<file path="config.mk">
export PLATFORM = sky130hd
export DESIGN_NAME = game_start_ctrl_flat
export DESIGN_NICKNAME = d
export VERILOG_FILES = /design/src/rtl/game_start_ctrl_if.sv /design/src/rtl/game_start_ctrl.sv /design/src/flat_wrapper.sv
export SDC_FILE = /design/constraint.sdc
export NUM_CORES = 1
export LEC_CHECK = 0
export BUFFER_PORTS_ARGS = -buffer_cell sky130_fd_sc_hd__clkbuf_2
export CORE_MARGIN = 2
export CORE_UTILIZATION = 30
export CTS_CLUSTER_DIAMETER = 30
export DETAILED_ROUTE_END_ITERATION = 10
export GPL_TIMING_DRIVEN = 0
export PLACE_DENSITY = 0.54
export SYNTH_ARGS = -nofsm -noshare
export SYNTH_HDL_FRONTEND = slang
export SYNTH_SLANG_ARGS = --single-unit
</file>
<file path="constraint.sdc">
create_clock -name clock -period 2.3 [get_ports clock]
set_input_delay 0.115 -clock clock [delete_from_list [all_inputs] [get_ports clock]]
set_output_delay 0.115 -clock clock [all_outputs]
set_load 0.02 [all_outputs]
</file>
<file path="src/rtl/game_start_ctrl_if.sv">
// game_start_ctrl_if: button, timer and status signals between the game start controller and its surroundings.
interface game_start_ctrl_if;
    logic       btn_start;
    logic       btn_clear;
    logic       game_over;
    logic       timer_start;
    logic       timer_reset;
    logic [1:0] state;
    logic       led_running;
    logic       led_over;
    logic [7:0] game_count;
    modport master (
        output btn_start, btn_clear, game_over,
        input  timer_start, timer_reset, state, led_running, led_over, game_count
    );
    modport slave (
        input  btn_start, btn_clear, game_over,
        output timer_start, timer_reset, state, led_running, led_over, game_count
    );
endinterface

</file>
<file path="src/rtl/game_start_ctrl.sv">
// game_start_ctrl: debounces START/CLEAR and runs the game-flow FSM driving the countdown timer.
// Define AUTO_CLEAR_EN to leave OVER automatically after OVER_HOLD_CYCLES cycles.
module game_start_ctrl #(
    parameter int DEBOUNCE_CYCLES  = 500000,
    parameter int OVER_HOLD_CYCLES = 100000000
) (
    input logic              clock,
    input logic              reset,
    game_start_ctrl_if.slave bus
);
    localparam int DW = $clog2(DEBOUNCE_CYCLES + 1);
    localparam logic [1:0] IDLE     = 2'd0;
    localparam logic [1:0] RUNNING  = 2'd1;
    localparam logic [1:0] OVER     = 2'd2;
    localparam logic [1:0] CLEARING = 2'd3;

    // bit 0 is START, bit 1 is CLEAR throughout the conditioning path
    logic [1:0]    raw, sync0, sync1, deb, ev;
    logic [DW-1:0] cnt [2];
    logic [1:0]    st, nxt;
    logic          auto_clr;

    assign raw = {bus.btn_clear, bus.btn_start};

    always_ff @(posedge clock) begin
        if (!reset) begin
            sync0 <= '0;
            sync1 <= '0;
            deb   <= '0;
            ev    <= '0;
            for (int i = 0; i < 2; i++) cnt[i] <= '0;
        end else begin
            sync0 <= raw;
            sync1 <= sync0;
            for (int i = 0; i < 2; i++) begin
                ev[i] <= 1'b0;
                if (sync1[i] == deb[i]) cnt[i] <= '0;
                else if (cnt[i] == DW'(DEBOUNCE_CYCLES - 1)) begin
                    cnt[i] <= '0;
                    deb[i] <= sync1[i];
                    ev[i]  <= sync1[i];
                end else cnt[i] <= cnt[i] + 1'b1;
            end
        end
    end

`ifdef AUTO_CLEAR_EN
    localparam int HW = $clog2(OVER_HOLD_CYCLES + 1);
    logic [HW-1:0] hold;
    always_ff @(posedge clock) begin
        if (!reset) hold <= '0;
        else hold <= (st == OVER && nxt == OVER) ? hold + 1'b1 : '0;
    end
    assign auto_clr = hold == HW'(OVER_HOLD_CYCLES - 1);
`else
    logic unused_hold;
    assign unused_hold = ^OVER_HOLD_CYCLES;
    assign auto_clr    = 1'b0;
`endif

    // clear beats start and game_over; CLEARING always returns to IDLE
    always_comb begin
        nxt = (st == CLEARING)                  ? IDLE     :
              ev[1]                             ? CLEARING :
              (st == IDLE && ev[0])             ? RUNNING  :
              (st == RUNNING && bus.game_over)  ? OVER     :
              (st == OVER && auto_clr)          ? CLEARING : st;
    end

    always_ff @(posedge clock) begin
        if (!reset) begin
            st              <= IDLE;
            bus.timer_start <= 1'b0;
            bus.timer_reset <= 1'b1;
            bus.led_running <= 1'b0;
            bus.led_over    <= 1'b0;
            bus.game_count  <= '0;
        end else begin
            st              <= nxt;
            bus.timer_start <= st == IDLE && nxt == RUNNING;
            bus.timer_reset <= nxt == CLEARING;
            bus.led_running <= nxt == RUNNING;
            bus.led_over    <= nxt == OVER;
            if (st == IDLE && nxt == RUNNING && bus.game_count != 8'hff)
                bus.game_count <= bus.game_count + 8'd1;
        end
    end

    assign bus.state = st;
endmodule

</file>
<file path="src/flat_wrapper.sv">
// flat-port wrapper written by rule: the top's interface ports become plain ports
module game_start_ctrl_flat 
#(
    parameter int DEBOUNCE_CYCLES  = 500000,
    parameter int OVER_HOLD_CYCLES = 100000000
)
  (clock, reset, bus_btn_start, bus_btn_clear, bus_game_over, bus_timer_start, bus_timer_reset, bus_state, bus_led_running, bus_led_over, bus_game_count);
  game_start_ctrl_if bus_i ();
  input logic clock;
  input logic reset;
  input wire logic [$bits(bus_i.btn_start)-1:0] bus_btn_start;
  input wire logic [$bits(bus_i.btn_clear)-1:0] bus_btn_clear;
  input wire logic [$bits(bus_i.game_over)-1:0] bus_game_over;
  output wire logic [$bits(bus_i.timer_start)-1:0] bus_timer_start;
  output wire logic [$bits(bus_i.timer_reset)-1:0] bus_timer_reset;
  output wire logic [$bits(bus_i.state)-1:0] bus_state;
  output wire logic [$bits(bus_i.led_running)-1:0] bus_led_running;
  output wire logic [$bits(bus_i.led_over)-1:0] bus_led_over;
  output wire logic [$bits(bus_i.game_count)-1:0] bus_game_count;
  assign bus_i.btn_start = bus_btn_start;
  assign bus_i.btn_clear = bus_btn_clear;
  assign bus_i.game_over = bus_game_over;
  assign bus_timer_start = bus_i.timer_start;
  assign bus_timer_reset = bus_i.timer_reset;
  assign bus_state = bus_i.state;
  assign bus_led_running = bus_i.led_running;
  assign bus_led_over = bus_i.led_over;
  assign bus_game_count = bus_i.game_count;
  game_start_ctrl #(.DEBOUNCE_CYCLES(DEBOUNCE_CYCLES), .OVER_HOLD_CYCLES(OVER_HOLD_CYCLES)) u_core (.clock(clock), .reset(reset), .bus(bus_i));
endmodule
</file>
Word-level counts from Yosys, hierarchy flattened
Memory sizes are Yosys's and may differ from the RTL's.
Index checks and enable logic that the tools add are counted.

word-level totals
  flip-flop bits (word level) = 22
  memory bits (writable) = 38
  input bits = 5
  output and inout bits = 14
  word-level logic and storage cells = 79
  memories kept = 1

memory list
  memory      words  bits a word  read ports  clocked after memory_dff  write ports  RTL line               text
  u_core.cnt  2      19           2           0                         2            game_start_ctrl.sv:19  logic [DW-1:0] cnt [2];

operators by class
  $add $sub $neg = 3
  equality and inequality tests = 10
  mux-type cells = 33
  bitwise gates (word level) = 11
  reduce and logical (&&, ||, !) cells = 9

operator list
  cell                   count
  $mux 19                6
  $add 19x1->19 const B  2
  $eq 19x19->1 const B   2
  $mux 1                 23
  $add 8x1->8 const B    1
  $mux 2                 4
  $ne 8x8->1 const B     1
  $eq 2x2->1 const B     3
  $or 1x1->1             6
  $reduce_or 3->1        2
  $not 1->1              5
  $eq 2x1->1 const B     2
  $logic_and 1x1->1      4
  $reduce_and 2->1       2
  $eq 1x1->1             2
  $logic_not 2->1        1

Logic depth before layout (Yosys ltp)
  word-level depth = 9
  depth in mapped cells = 6
  depth with buffers taken out = 5

Worst setup path after synthesis
No wires, ideal clock.

  path type = reg2reg
  start point = mem u_core.cnt[0][5] in the netlist's numbering
  end point = mem u_core.cnt[0][10] in the netlist's numbering, data pin
  setup time = 0.257 ns
  data arrival time = 1.638 ns
  required time = 2.043 ns
  path slack = 0.405 ns
  stages on the path, launching flop included = 7
  cells stage by stage = edfxtp_1 > clkbuf_1 > nor4b_1 > nand4_1 > o21bai_2 > buf_2 > nor2_1

RTL lines
  what             RTL line
  start, declared  game_start_ctrl.sv:19

==> out/qor.txt <==
Critical path launch point type = flip-flop
Most common cell after layout, fill and taps aside = nor2_1
Hold Crit Depth = 3
Reg2Reg Depth = 5
Slowest CP cell = edfxtp_1
Setup crit end kind = flip-flop
Slew @ Worst Pin = 0.564 ns
Sequential fraction of the synthesis area = 52.1%
Post-synth EDFFs = 38
Number of global-route vias before repair = 2088
Worst path arrival time = 2.17 ns
GR Util All Layers = 10.8%
Max Cap Viol = 0
Vias = 2302
Total grt overflow = 0
Die width = 105 um
Vias per cell = 4.52
Static leakage = 1.34 nW
Syn Std Cell Area = 3040 um^2
Nets = 379
Fin. Hold Viols = 0
DRT iter0 DRCs = 76
Setup Skew = 0.0110 ns
HPWL after DPL = 4150 um
CTS tree = done
Final ANT Viol Nets = 0
IO Count = 19
Gpl congestion = 0.758
Final routed DRC violation total = 0
Final worst slack = 0.202 ns
Hold crit path type = input pin to flip-flop
Register bit count reported by yosys = 60
Die Footprint = 10900 um^2
Ys Warns = 0
CTS Sinks = 60
Main synth FF type = edfxtp_1
Synth cell types = 44
Layout cells sized above 1 = 12.2%
Stages on worst setup path = 5
Area Overhead vs Synth = 22.4%
Slew Viols, Final = 0
Layout fillers = 1020
RSZ-0062 raised after global routing = false
Clk root buf = clkbuf_8
Max VDD drop = 0.342 mV
Delay-heaviest family, CP = simple AND/OR/NAND/NOR gates
Max Freq = 477 MHz
Starting density of the core = 30.9%
Port Buffer Count = 18
Number of core rows = 36
Final period util = 91.2%
Pre-CTS WS = 0.00361 ns
H-tree depth = 3
Clk buf depth = 2
WL final = 5660 um
Slew margin rel. = 62.0%
Antenna diodes = 0
PD cells = 631 nW/um^2
Num CTS Buffers = 9
Critical-path cell list = nor4_1, nand4_1, o21bai_4, buf_2, nor2_1
Leading cell types in the layout, fill and taps excluded = 40 x nor2_1, 38 x edfxtp_1, 38 x conb_1
Core area = 9820 um^2
Status = completed
WS Path Type = flip-flop to flip-flop
Final min period = 2.10 ns
Syn Area/Cell = 10.1 um^2
Routed len/inst = 11.1 um
First-pass DRT Iterations = 4
Worst skew pair latency = 0.33 ns
Synth async-reset ratio = 0%
Bufs and invs on worst path = 1
Largest net degree at the start of global routing = 11
Syn Inst Count = 302
Max incr delay on CP = 0.48 ns
# setup viols final = 0
Antenna violations before repair = 0
CTS clk-pin slew, worst paths = 0.07 ns
CP required = 2.38 ns
Final setup TNS = 0 ns
CP max FO = 10
First-pass GRT wire length = 9490 um
Die H = 105 um
## cell usage after synthesis (2+ instances only)
cell,number,share of area (%)
nor4b_1,3,0.87
nand3_1,17,2.8
o211ai_1,2,0.49
mux2i_1,4,1.3
inv_1,11,1.4
and2_1,8,1.6
nor4_1,12,2.5
edfxtp_1,38,38
dfxtp_1,22,14
ha_1,3,1.2
o221ai_1,2,0.58
nor2_1,40,4.9
buf_2,2,0.33
nand2b_1,4,0.82
a21oi_1,7,1.2
xor2_1,6,1.7
nand2_1,26,3.2
nor3_1,8,1.3
nand4_1,14,2.9
clkbuf_1,4,0.49
o21ai_0,7,1.2
and3_1,9,1.9
nor3b_1,3,0.74
or3_1,4,0.82
xnor2_1,26,7.5
nand4_2,2,0.82
## final timing paths
path	from	end	slack (ns)
setup / recovery	u_core.cnt[0][6]$_SDFFCE_PN0P_	u_core.cnt[0][10]$_SDFFCE_PN0P_	0.20
hold reg to reg	u_core.sync0[1]$_SDFF_PN0_	u_core.sync1[1]$_SDFF_PN0_	0.44
setup reg to reg	u_core.cnt[0][6]$_SDFFCE_PN0P_	u_core.cnt[0][10]$_SDFFCE_PN0P_	0.20
hold / removal	reset	u_core.bus.game_count[4]$_SDFFE_PN0P_	0.14
## metrics by stage
stage / power, mW / cells / util [%] / cell area (um^2) / hold slack (ns)
after floorplan: 1.29 / 339 / - / 3180 / 0.242
after global placement: 1.32 / 490 / 35.0 / 3430 / 0.323
after detailed placement: 1.32 / 490 / 35.0 / 3430 / 0.331
after CTS: 2.39 / 508 / 37.6 / 3700 / 0.129
after global routing: 2.45 / 509 / 37.9 / 3720 / 0.153
final: 2.35 / 509 / 37.9 / 3720 / 0.141
## worst register-to-register path, cell delays in order (launching register included)
cell,delay (ns)
edfxtp_1,0.48
nor4_1,0.42
nand4_1,0.30
o21bai_4,0.31
buf_2,0.26
nor2_1,0.08
## flip-flops by register name, summed over array words and instances, names as in the netlist
| register | flops |
|---|---|
| u_core.bus.game_count | 8 |
| u_core.bus.led_over | 1 |
| u_core.bus.led_running | 1 |
| u_core.bus.state | 2 |
| u_core.bus.timer_reset | 1 |
| u_core.bus.timer_start | 1 |
| u_core.cnt | 38 |
| u_core.deb | 2 |
| u_core.ev | 2 |
| u_core.sync0 | 2 |
| u_core.sync1 | 2 |
## area by class of cell
cell class | instances | area, um^2 | area share, %
Clock inverter | 1 | 5.00 | 0.135
Inverter | 11 | 41.3 | 1.11
Multi-Input combinational cell | 261 | 1550 | 41.6
Clock buffer | 15 | 230 | 6.19
Timing Repair Buffer | 21 | 118 | 3.16
Tap cell | 133 | 166 | 4.47
Sequential cell | 60 | 1580 | 42.5
Buffer | 7 | 28.8 | 0.774
## what timing repair did
action | CTS | global route
hold endpoints to repair | 2 | 0
endpoints found under the setup margin | 1 | 20
pin swaps | 0 | 1
hold buffers | 2 | 0
gates resized for setup | 1 | 3
cloned | 0 | 0
buffers inserted | 0 | 1
## layer usage
| metal | vias up | GRT usage, % | routed length [um] |
|---|---|---|---|
| li1 | 1201 | - | - |
| met1 | 1065 | 14.2 | 2820 |
| met2 | 28 | 16.5 | 2580 |
| met3 | 8 | 3.37 | 184 |
| met4 | 0 | 4.29 | 70 |
| met5 | - | 0 | 0 |
## kinds of logic (layout without fill, tap and decap cells)
family	count (synthesis)	count (layout)	synth area share [%]
AND/OR/NAND/NOR	158	158	28.2
multiplexers	4	4	1.32
other	1	38	0.123
AO/OA/AOI/OAI	26	26	5.52
adder cells (fa/ha/maj)	3	3	1.24
XOR/XNOR	32	32	9.23
flip-flops	60	60	52.1
buffers and inverters	18	55	2.31
## report_power, final
part / switching [mW] / internal (mW)
Combinational: 0.0499 / 0.0378
Sequential: 0.0385 / 1.18
Clock: 0.398 / 0.647
Power figures use the tool's default switching activity.
